==> config.mk <==
export PLATFORM = sky130hd
export DESIGN_NAME = exec_issue_ctrl
export DESIGN_NICKNAME = d
export VERILOG_FILES = /design/src/rtl/exec_issue_ctrl.sv
export SDC_FILE = /design/constraint.sdc
export NUM_CORES = 1
export LEC_CHECK = 0
export ABC_AREA = 1
export CAP_MARGIN = 20
export CORE_MARGIN = 2
export CORE_UTILIZATION = 47
export DETAILED_ROUTE_END_ITERATION = 8
export PLACE_DENSITY = 0.8
export SYNTH_ARGS = -nofsm -noshare
export SYNTH_HDL_FRONTEND = slang
export SYNTH_SLANG_ARGS = --single-unit
==> constraint.sdc <==
create_clock -name clk -period 1.3 [get_ports clk]
set_clock_uncertainty 0.05 [all_clocks]
set_input_delay 0.39 -clock clk [delete_from_list [all_inputs] [get_ports clk]]
set_output_delay 0.39 -clock clk [all_outputs]
set_load 0.05 [all_outputs]
==> src/rtl/exec_issue_ctrl.sv <==
// Issue/hazard controller between decode and execute: valid/ready issue, operand
// forwarding from the execute result, long-op sequencing and registered write-back.
module exec_issue_ctrl #(
  parameter int REG_AW   = 5,
  parameter int LONG_LAT = 4  // legal range 2..15; cnt is 4 bits wide
) (
  input  logic              clk,
  input  logic              rst,
  input  logic              dec_valid,
  output logic              dec_ready,
  input  logic [REG_AW-1:0] dec_rd,
  input  logic [REG_AW-1:0] dec_rs,
  input  logic              dec_use_rd,
  input  logic              dec_use_rs,
  input  logic              dec_wr,
  input  logic              dec_long,
  input  logic              flush,
  output logic              ex_valid,
  output logic              ex_stall,
  output logic              fwd_rd,
  output logic              fwd_rs,
  output logic              wb_en,
  output logic [REG_AW-1:0] wb_addr,
  output logic              busy
);

  typedef enum logic {
    IDLE = 1'b0,
    BUSY = 1'b1
  } state_t;

  localparam logic [3:0] LAT_INIT = 4'(LONG_LAT - 1);

  state_t            state, state_nxt;
  logic [3:0]        cnt, cnt_nxt;
  logic [REG_AW-1:0] pend_rd, pend_rd_nxt;
  logic              pend_wr, pend_wr_nxt;
  logic              wb_en_nxt;
  logic [REG_AW-1:0] wb_addr_nxt;

  assign busy      = (state == BUSY);
  assign ex_stall  = busy;
  assign dec_ready = rst & ~busy;
  assign ex_valid  = dec_valid & dec_ready & ~flush;

  // The write-back registers hold the value retiring this cycle, which is exactly
  // what execute presents on data_o; a match means the operand is not yet in the file.
  assign fwd_rd = ex_valid & dec_use_rd & wb_en & (wb_addr == dec_rd);
  assign fwd_rs = ex_valid & dec_use_rs & wb_en & (wb_addr == dec_rs);

  always_comb begin
    // NOTE: every next-state signal gets a default first so no path leaves it unassigned (no latch).
    state_nxt   = state;
    cnt_nxt     = cnt;
    pend_rd_nxt = pend_rd;
    pend_wr_nxt = pend_wr;
    wb_en_nxt   = 1'b0;
    wb_addr_nxt = wb_addr;

    unique case (state)
      IDLE: begin
        if (ex_valid) begin
          if (dec_long) begin
            state_nxt   = BUSY;
            cnt_nxt     = LAT_INIT;
            pend_rd_nxt = dec_rd;
            pend_wr_nxt = dec_wr;
          end else begin
            wb_en_nxt   = dec_wr;
            wb_addr_nxt = dec_rd;
          end
        end
      end
      BUSY: begin
        cnt_nxt = cnt - 4'd1;
        // Register the long-op write-back on the edge where cnt leaves 1, so it
        // lines up with the first cycle decode is allowed to issue again.
        if (cnt == 4'd1) begin
          state_nxt   = IDLE;
          wb_en_nxt   = pend_wr;
          wb_addr_nxt = pend_rd;
        end
      end
      default: state_nxt = IDLE;
    endcase
  end

  always_ff @(posedge clk or negedge rst) begin
    if (!rst) begin
      state   <= IDLE;
      cnt     <= 4'd0;
      pend_rd <= '0;
      pend_wr <= 1'b0;
      wb_en   <= 1'b0;
      wb_addr <= '0;
    end else begin
      // NOTE: sequential state uses non-blocking assignments so all registers update together.
      state   <= state_nxt;
      cnt     <= cnt_nxt;
      pend_rd <= pend_rd_nxt;
      pend_wr <= pend_wr_nxt;
      wb_en   <= wb_en_nxt;
      wb_addr <= wb_addr_nxt;
    end
  end

endmodule

# ---- Word-level counts from Yosys, hierarchy flattened
# Cells that the tools add are included.
dict set report op_classes {
  addsub 1
  eq_ne 7
  mux 15
  bitwise_logic 11
  n_reduce_logical 3
}
# op n
set op_table {}
lappend op_table {{two-way mux 5 bit} 3}
lappend op_table {{== test 5 bit} 2}
lappend op_table {{case mux 5 bit (2 select lines)} 1}
lappend op_table {{AND 1 bit} 9}
lappend op_table {{two-way mux 4 bit} 2}
lappend op_table {{case mux 4 bit (2 select lines)} 1}
lappend op_table {{two-way mux 1 bit} 6}
lappend op_table {{!= test 2 bit (second input constant)} 3}
lappend op_table {{AND reduction 3 bit} 2}
lappend op_table {{== test 4 x 1 -> 1 bit (second input constant)} 1}
lappend op_table {{case mux 1 bit (2 select lines)} 2}
lappend op_table {{subtractor 4 x 1 -> 4 bit (second input constant)} 1}
lappend op_table {{!= test 2 x 1 -> 1 bit (second input constant)} 1}
lappend op_table {{NOT 1 bit} 2}
lappend op_table {{AND reduction 2 bit} 1}
dict set report word_totals {
  regBits 17
  inputBits 18
  out_inout_bits 12
  word_cells 43
}

# ---- Longest topological paths before layout
# Gate-level depths: netlist of run 1.
dict set report depth {
  word_depth 7
  ltp_mapped 7
  mapped_depth_nobuf 6
}

# ---- Worst setup path before layout of run 1
# OpenSTA, ideal clock, no wires.
dict set report synth_timing {
  path_type {reg2out}
  start {register state, in the netlist busy}
  end {output port fwd_rd}
  t_arrival_ns 1.934
  required_ns 0.860
  slack_ns -1.074
  path_stages_with_launch 6
  n_path_buf 0
  path_cell_list {dfrtp_1 -> inv_2 -> nand2_2 -> nor2_4 -> nand3_1 -> nor2_1}
}
dict set report synth_between {
  elab_chain_cells 7
}
# element line_no
set synth_lines {}
lappend synth_lines {{from (decl)} 34} ;# state_t state, state_nxt;
lappend synth_lines {{from (signal assigned)} 98} ;# state <= state_nxt;
lappend synth_lines {{NOT 1 bit (no source line)} n/a}
lappend synth_lines {{AND 1 bit} 43} ;# assign dec_ready = rst & ~busy;
lappend synth_lines {{AND 1 bit (2 in a row)} 44} ;# assign ex_valid = dec_valid & dec_ready & ~flush;
lappend synth_lines {{net ex_valid} 18} ;# output logic ex_valid,
lappend synth_lines {{AND 1 bit (3 in a row)} 48} ;# assign fwd_rd = ex_valid & dec_use_rd & wb_en & (wb_addr == dec_rd);
lappend synth_lines {{to (decl)} 20} ;# output logic fwd_rd,
# The timed path passes the listed nets, and every way through them passes these cells.

# ---- Final worst setup path of run 1
dict set report layout_timing {
  start {register wb_addr[4]}
  end {output port fwd_rs}
}
dict set report layout_between {
  elab_chain_cells 2
}
# element line_no
set layout_lines {}
lappend layout_lines {{from (decl)} 23} ;# output logic [REG_AW-1:0] wb_addr,
lappend layout_lines {{from (signal assigned)} 103} ;# wb_addr <= wb_addr_nxt;
lappend layout_lines {{== test 5 bit} 49} ;# assign fwd_rs = ex_valid & dec_use_rs & wb_en & (wb_addr == dec_rs);
lappend layout_lines {{AND 1 bit} 49}
lappend layout_lines {{to (decl)} 21} ;# output logic fwd_rs,
# No other way between the ends.

==> metrics.txt, run 1 <==
status=finished, violations left; failing checks=negative setup slack; Max clock buf depth=2; vias after detailed routing=roughly 1300; H-tree depth=1; post-place setup slack=-0.646 ns; hold buffer count at cts=0; number of port buffers=29; synth-to-layout area growth=86.0%; most frequent cells in the layout=nand2_1 (34), inv_1 (19), buf_4 (16); CTS tree=done; antenna violations before repair=0; Worst Path Buf+Inv=2; RSZ-0062 raised after global routing=yes; CP delay by family, top=flip-flops; detailed placement HPWL=approximately 2.2 mm; Register Area=429 um^2; Synth Register Bits=17; CP max-delay cell=dfrtp_1; worst vdd ir=between 1500 and 2000 uV; Worst-path clk slew=0.11 ns; critical path required time=~0.86 ns; vias in the first global route=around 1200; # IOs=30; Final Hold Vio Count=0; Tmin final=1.90 ns; fin. max-slew vios=0; CTS Buf Count=3; register area share after synthesis=40.1%; arrival time worst endpoint=1.46 ns; die area=about 2700 um^2; Final setup violation count=29; Pleak=0.000969 uW; CP Class=register to output pin; crit-path cells=inv_2, nand2_2, o21ai_1, nor2_1, nand2_1, nor2_4, buf_12; Core Box Area=between 2000 and 2500 um^2; Initial Utilization=approximately half; Final WS setup=-0.599 ns; GRT Total Usage=between 20% and 30%; Max Fanout on Critical Path=5; WL/cell=about 16 um; first-pass iteration count of the detailed router=4; PD cells=slightly below 2000 nW/um^2; FFs w/ async S/R, synth=100%; CP startpoint kind=register; worst slew pin tran=around 0.21 ns; Remaining DRCs=0; Filler cells=84; synthesized area per cell=approximately 7.3 um^2; Multi-input gate area=between 600 and 700 um^2; max_cap viols=0; Setup TNS=-6.70 ns; ys flop type=dfrtp_1; RePlAce Congestion=about 0.73; antenna fix cells=0; worst-skew pair later-pin latency=~0.3 ns; commonest non-fill, non-tap cell in the layout=nand2_1; largest net degree at the start of global routing=17; Rel. slew slack=a little under nine tenths; global-route wire length before repair=between 5 and 6 mm; Die X=about 52 um; share of cells above drive strength 1=approximately 43%; CTS sink count=17; Netlist Area Pre-Place=between 1000 and 1500 um^2; Syn Inst Count=about 150; CTS root buffer=clkbuf_4; via/cell ratio=5.33; Tcrit/Tclk final=146%; EDFF count, synth=0; Die Y=51.5 um; initial DRC count=52; fin nets=228; Max stage delay on crit path=between 0.4 and 0.5 ns; warnings from Yosys=0; Synth cell types=18; syn nets=roughly 170; Fmax=between 500 and 600 MHz; final wirelength=between 3 and 4 mm; GRT Residual Overflow=0; post-route ant nets=0; final core occ=between 90% and 100%; hold crit path type=input port to asynchronous set/reset pin; Placement Rows=17; Setup crit end kind=output pin
[flip-flops by register name, indices dropped and copies added, names as in the netlist]
name     cells
pend_rd      5
cnt          4
wb_addr      5
pend_wr      1
busy         1
wb_en        1
[Yosys cell counts (2+ instances only)]
| cell | n | area (um^2) |
|---|---|---|
| o21ai_0 | 10 | 50.1 |
| buf_4 | 3 | 22.5 |
| xnor2_1 | 4 | 35.0 |
| nand3_1 | 15 | 75.1 |
| nor2_1 | 11 | 41.3 |
| nand2_1 | 51 | 191 |
| ha_1 | 2 | 25.0 |
| dfrtp_1 | 17 | 425 |
| o21ai_2 | 4 | 35.0 |
| inv_1 | 21 | 78.8 |
[logic make-up after synthesis]
logic type | Yosys count | synth area share [%]
buf+inv | 26 | 11.0
flops | 17 | 40.1
fa+ha+maj | 2 | 2.36
compound gates | 14 | 8.02
xor+xnor | 4 | 3.30
simple gates | 83 | 35.3
[stage by stage]
step | hold WS, ns | instances | area, um^2 | total power (uW)
3_3_place_gp | 0.408 | 214 | 1620 | 2840
6_report | 0.123 | 235 | 1970 | 3890
2_1_floorplan | 0.0444 | 146 | 1100 | 2070
3_5_place_dp | 0.418 | 214 | 1620 | 2940
5_1_grt | 0.152 | 235 | 1970 | 4080
4_1_cts | 0.115 | 226 | 1810 | 3570
[report_power, final]
group	leakage, uW	switching (uW)	total (uW)	internal, uW
registers	0.000210	234	994	760
logic	0.000744	1330	2600	1270
clock network	0.0000150	176	295	119
total	0.000969	1740	3890	2150
[final timing paths]
| path | from | end | slack [ns] | depth (start not counted) |
|---|---|---|---|---|
| min reg2reg | pend_wr | pend_wr | 0.47 | 2 |
| max reg2reg | busy | pend_rd[0] | -0.29 | 10 |
| min | rst | busy | 0.12 | 2 |
| max in group asynchronous | rst | cnt[3] | 0.80 | 2 |
| min in group clk | pend_wr | pend_wr | 0.47 | 2 |
| max | wb_addr[4] | fwd_rs | -0.60 | 7 |
[per-layer routing]
metal / up-vias / global-route usage [%] / wire [um]
met1: 604 / 26.8 / 1390
met4: 0 / 11.8 / 148
met5: - / 0 / 0
met2: 59 / 53.0 / 2110
li1: 576 / - / -
met3: 14 / 3.45 / 181
[layout make-up]
| class | instances | share of cell area [%] |
|---|---|---|
| flip-flops and latches | 17 | 21.8 |
| repair buffers | 60 | 35.8 |
| well taps | 28 | 1.78 |
| inverters | 22 | 4.19 |
| clock buffers | 4 | 1.33 |
| multi-input cells | 104 | 35.2 |
[what timing repair did]
item                       CTS  global route
setup endpoints to repair   29            29
pin swaps                   20             9
setup buffers                8            11
gates resized for setup     48            26
cloned                       0             1
Power figures use the tool's default switching activity.
==> run 2, diff against run 1 <==
ABC_AREA = 0   (was 1)
CORE_UTILIZATION = 46   (was 47)
PLACE_DENSITY = 0.91   (was 0.8)
==> metrics.txt, run 2 <==
FFs w/ async S/R, synth=100% (unchanged); die area=2550 um^2 (was 2650 um^2); synth top area cells=dfrtp_1 (43%), mux2_2 (11%), xnor2_1 (9.7%) (was dfrtp_1 (40%), nand2_1 (18%), inv_1 (7.4%)); EDFF count, synth=0 (unchanged); antenna fix cells=0 (unchanged); critical path required time=0.86 ns (about the same); CTS root buffer=clkbuf_4 (unchanged); commonest non-fill, non-tap cell in the layout=buf_4 (was nand2_1); Post-Place Cells=159 (was 214); Worst-path clk slew=0.10 ns (was 0.11 ns); max_cap viols=0 (unchanged); first-pass iteration count of the detailed router=4 (unchanged); share of cells above drive strength 1=59.7% (was 43.0%); fin nets=165 (was 228); final core occ=93.0% (was 90.9%); Filler cells=65 (was 84); Setup crit end kind=output pin (unchanged); CP Class=register to output pin (unchanged); Final setup violation count=29 (unchanged); Final Hold Vio Count=0 (unchanged); worst-skew pair later-pin latency=0.30 ns (about the same); WL/cell=21.6 um (was 16.3 um); Final WS setup=-0.753 ns (was -0.599 ns); Rel. slew slack=79.1% (was 85.9%); vias in the first global route=1010 (was 1232); via/cell ratio=5.58 (was 5.33); Tmin final=2.05 ns (was 1.90 ns); Die X=50.5 um (was 51.5 um); Netlist Area Pre-Place=995 um^2 (was 1060 um^2); Worst Path Buf+Inv=1 (was 2); register area share after synthesis=42.8% (was 40.1%); detailed placement HPWL=2.12 mm (was 2.19 mm); Syn Inst Count=81 (was 146); worst slew pin tran=0.313 ns (was 0.209 ns); Post-Synth Simple-Gate Area=13.5% (was 35.3%); warnings from Yosys=0 (unchanged); number of port buffers=29 (unchanged); GRT Total Usage=29.7% (was 26.5%); Pleak=0.000894 uW (was 0.000969 uW); status=finished, violations left (unchanged); most frequent cells in the layout=buf_4 (22), buf_12 (15), dfrtp_1 (12) (was nand2_1 (34), inv_1 (19), buf_4 (16)); Max stage delay on crit path=0.47 ns (was 0.44 ns); crit-path cells=xnor2_1, nand4_1, nor3_4, buf_12 (was inv_2, nand2_2, o21ai_1, nor2_1, nand2_1, nor2_4, buf_12); ys flop type=dfrtp_1 (unchanged); Core Box Area=2000 um^2 (was 2170 um^2); Adder-Cell Fraction of Synth Area=2.52% (was 2.36%); global-route wire length before repair=5.35 mm (was 5.18 mm); Max Fanout on Critical Path=3 (was 5); CP max-delay cell=dfrtp_2 (was dfrtp_1); xor/xnor share of the synthesized area=11.4% (was 3.30%); antenna violations before repair=0 (unchanged); Synth cell types=22 (was 18); Die Y=50.5 um (was 51.5 um); Placement Rows=16 (was 17); fin. max-slew vios=0 (unchanged); GRT Residual Overflow=0 (unchanged); largest registers=pend_rd (5), wb_addr (5), cnt (4) (unchanged); post-route ant nets=0 (unchanged); synthesized area per cell=12.3 um^2 (was 7.27 um^2); CTS Buf Count=3 (unchanged); post-synthesis compound-gate area fraction=4.91% (was 8.02%); initial DRC count=16 (was 52); DR top layer=met4 (unchanged); CTS tree=done (unchanged); hold crit path type=input port to asynchronous set/reset pin (unchanged); H-tree depth=1 (unchanged); metal2 WL=1.94 mm (was 2.11 mm); Fmax=487 MHz (was 527 MHz); # IOs=30 (unchanged); Tcrit/Tclk final=158% (was 146%); Remaining DRCs=0 (unchanged); mux cell area share after synthesis=20.4% (was 0%); syn nets=101 (was 166); CP delay by family, top=flip-flops (unchanged); met3 WL=281 um (was 181 um); arrival time worst endpoint=1.61 ns (was 1.46 ns); largest net degree at the start of global routing=19 (was 17); met1 WL=1.37 mm (was 1.39 mm); PD cells=2310 nW/um^2 (was 1970 nW/um^2); final cell count without fillers=171 (was 235); vias after detailed routing=955 (was 1253); synth-to-layout area growth=87.2% (was 86.0%); Synth area leader=dfrtp_1 (unchanged); count leader, synth=dfrtp_1 (was nand2_1); worst vdd ir=1810 uV (was 1790 uV); CTS sink count=17 (unchanged); failing checks=negative setup slack (unchanged); top cell type's share of synthesized area=42.8% (was 40.1%); CP startpoint kind=register (unchanged); Commonest cells post-synth=dfrtp_1 (17), xnor2_1 (11), mux2_2 (10) (was nand2_1 (51), inv_1 (21), dfrtp_1 (17)); hold buffer count at cts=0 (unchanged); Initial Utilization=49.7% (was 48.9%); RePlAce Congestion=0.799 (was 0.727); Synth Register Bits=17 (unchanged); RSZ-0062 raised after global routing=yes (unchanged); largest family of logic cells by synthesized area=multiplexers (was simple AND/OR/NAND/NOR gates); final wirelength=3.70 mm (was 3.83 mm); Max clock buf depth=2 (unchanged)
==> run 2: changes by cell type in the layout (fill, tap and decap cells not counted), moves of 9 or more <==
cell,change
nand2_1,-29
nand3_1,-10
mux2_4,+11
nand2_2,-9
inv_1,-16
==> run 2: area by class of cell <==
cell class / count / area [um^2] / share of cell area (%)
multi-input cells: 57 / 627 / 33.7
clock buffers: 4 / 26.3 / 1.41
inverters: 3 / 11.3 / 0.605
well taps: 27 / 33.8 / 1.81
flip-flops and latches: 17 / 432 / 23.2
repair buffers: 63 / 732 / 39.3
==> run 2: worst paths after layout <==
kind                            startpoint          to  slack [ns]  cells after the start
worst max-delay path            wb_addr[2]      fwd_rd       -0.75                      4
worst min-delay path                   rst        busy        0.18                      2
worst max register to register        busy  wb_addr[2]       -0.49                      5
worst min register to register  pend_rd[3]  pend_rd[3]        0.48                      1
max in group asynchronous              rst  wb_addr[3]        0.89                      2
min in group clk                pend_rd[3]  pend_rd[3]        0.48                      1
==> run 2: timing repair <==
action	in CTS	in global routing
pin swaps	11	7
setup buffers	6	9
gates resized for setup	24	15
setup endpoints to repair	29	29
==> run 2: cells by family after synthesis <==
family	after synthesis
simple gates	21
flops	17
mux	16
xor+xnor	13
buf+inv	7
compound gates	5
fa+ha+maj	2
==> run 2: layer usage <==
| layer | vias up | track usage (%) |
|---|---|---|
| met5 | - | 0 |
| met4 | 0 | 10.4 |
| met3 | 10 | 3.57 |
| met2 | 63 | 50.2 |
| met1 | 477 | 39.2 |
| li1 | 405 | - |
==> run 2: worst reg2reg max path, cell delays in order (launching register included) <==
cell and delay [ns]:
dfrtp_2 0.44, nor4bb_4 0.37, buf_4 0.20, buf_6 0.11, a32o_4 0.19, mux2_4 0.32
==> run 2: where the power goes <==
group	internal, uW	switching, uW
logic	1640	1290
registers	790	270
clock network	120	184
==> run 2: stage by stage <==
stage	total power, uW	worst slack, ns	area (um^2)	hold slack, ns	setup TNS [ns]
CTS	3990	-0.728	1780	0.174	-10.13
floorplan	2330	-0.843	1060	0.0444	-8.93
global placement	3370	-0.794	1670	0.436	-14.90
global route	4440	-0.797	1860	0.179	-12.34
finish	4290	-0.753	1860	0.176	-11.20
detailed placement	3480	-0.879	1670	0.452	-16.40
==> edit (settings of run 1) <==
Make the reset (`rst`) synchronous in one clocked block.
--- a/src/rtl/exec_issue_ctrl.sv
+++ b/src/rtl/exec_issue_ctrl.sv
@@ -85,7 +85,7 @@
     endcase
   end
 
-  always_ff @(posedge clk or negedge rst) begin
+  always_ff @(posedge clk) begin
     if (!rst) begin
       state   <= IDLE;
       cnt     <= 4'd0;
Check against the original RTL: differs if rst is asserted again (counterexample within 4 cycles, from zero or initial values and one cycle with rst low); with rst held inactive, the same outputs for 10 cycles.
==> edit against run 1 <==
The run ends with design-rule violations, negative setup slack left. Fmax down 2.9%. Wire length is 41% higher. Final cell count increased by 9.4%. Die area shrank 0.54%. First-iteration DRC count grew 75%. Cell area rose by 5.2%. Worst setup slack got worse by 0.056 ns. Sequential cell count did not move. Synthesized area decreased by 0.59%. Critical path type unchanged.
Power is not compared: it rests on default switching activity, and its combinational part moved more than twofold at a synthesized area within 25%.
==> edit: results (changes against run 1) <==
In the synthesized netlist, the cells that appear most often are sky130_fd_sc_hd__nor2_1 (36), sky130_fd_sc_hd__nand2_1 (29), sky130_fd_sc_hd__inv_1 (27), sky130_fd_sc_hd__dfxtp_1 (17), sky130_fd_sc_hd__a21oi_1 (12). The flow ran to the end, but the final reports show violations. The run gives 3.22% (-0.23 points) as the met3 capacity usage during global routing. Met1 routing resource usage after global routing: 29.3% (+2.5 points). For the estimated wirelength of the detail-placed design, the log shows 2.23 mm (+1.9%). Total number of vias: 1,513 (+21%). The minimum setup slack among reg-to-reg paths came out at -0.41 ns (-0.12 ns). The detailed-routing wirelength on met1 came out at 1.86 mm (+34%). Largest delay contributor family on the critical path: simple AND/OR/NAND/NOR gates. The number of unique standard cell types used by synthesis was 26 (+8); the minimum setup slack in the final design was -0.655 ns (-0.0563 ns).

The post-synthesis share of cell area spent on full adders, half adders and majority gates was 2.37% (+0.014 points); the post-synthesis share of cell area spent on xor and xnor gates was 1.66% (-1.6 points). The weighted congestion at the end of routability-driven global placement is 0.778 (+7.0%). The tools report the number of detailed-routing iterations run before antenna repair as 8 (+4). The net count reported at finish was 250 (+9.6%); the standard cell area after detailed placement was 1650 sq um (+1.3%).

The logs give 182 (+9.6%) for the total nets after synthesis and -0.958 ns (-0.313 ns) for the minimum setup slack after placement. The fraction of the mapped netlist area in compound gates works out to 14.4% (+6.3 points). The checks that failed: design-rule violations, negative setup slack. For the number of remaining DRC errors, the log shows 1 (+1).

The longest individual stage delay on the worst path came out at 0.38 ns (-0.06 ns). The async set-or-reset flop fraction in the synthesized netlist came out at 0% (-100 points). The total met2 wirelength after detailed routing is 2.68 mm (+27%), and the count of endpoints failing setup in the final report is 29 (unchanged). The met3 wire length came out at 491 um (+170%). The capturing instance or port of the critical path is fwd_rd.

The average via count per standard cell was 5.89 (+10%). Yosys attributes the largest share of cell area to sky130_fd_sc_hd__dfxtp_1 (32%), sky130_fd_sc_hd__nor2_1 (13%), sky130_fd_sc_hd__nand2_1 (10%), sky130_fd_sc_hd__inv_1 (9.6%), sky130_fd_sc_hd__a21oi_1 (5.7%). The fill cell total of the finished layout is 55 (-35%).

The worst-margin pin slew was 0.301 ns (+0.0928 ns); the maximum fanout along the worst path was 3 (-2).
==> edit: cell types whose count changed after synthesis, sizes merged, moves of 4 or more <==
cell | before | now
a21oi | 0 | 13
dfrtp | 17 | 0
dfxtp | 0 | 17
inv | 22 | 29
nand2 | 53 | 30
nand3 | 16 | 4
nand4 | 2 | 6
nor2 | 12 | 39
o21ai | 14 | 8
==> edit: cell type report <==
type	instances	area share (%)
Inverter	29	7.11
Clock buffer	4	1.27
Sequential cell	17	17.4
Tap cell	28	1.69
Timing Repair Buffer	68	38.5
Multi-Input combinational cell	111	34.0
==> edit: worst min-delay path: cells and delay by family <==
kind / cells / cell delay [ns]
buf+inv: 1 / 0.24
simple gates: 2 / 0.15
==> edit: metrics by stage <==
stage	utilization, %	hold WS, ns	power (mW)	TNS [ns]
finish	95.7	0.456	1.46	-6.23
global route	95.7	0.454	1.50	-7.24
CTS	82.9	0.443	1.31	-3.00
detailed placement	75.8	0.451	1.00	-13.95
global placement	75.8	0.443	0.985	-13.01
floorplan	-	0.426	0.786	-2.25
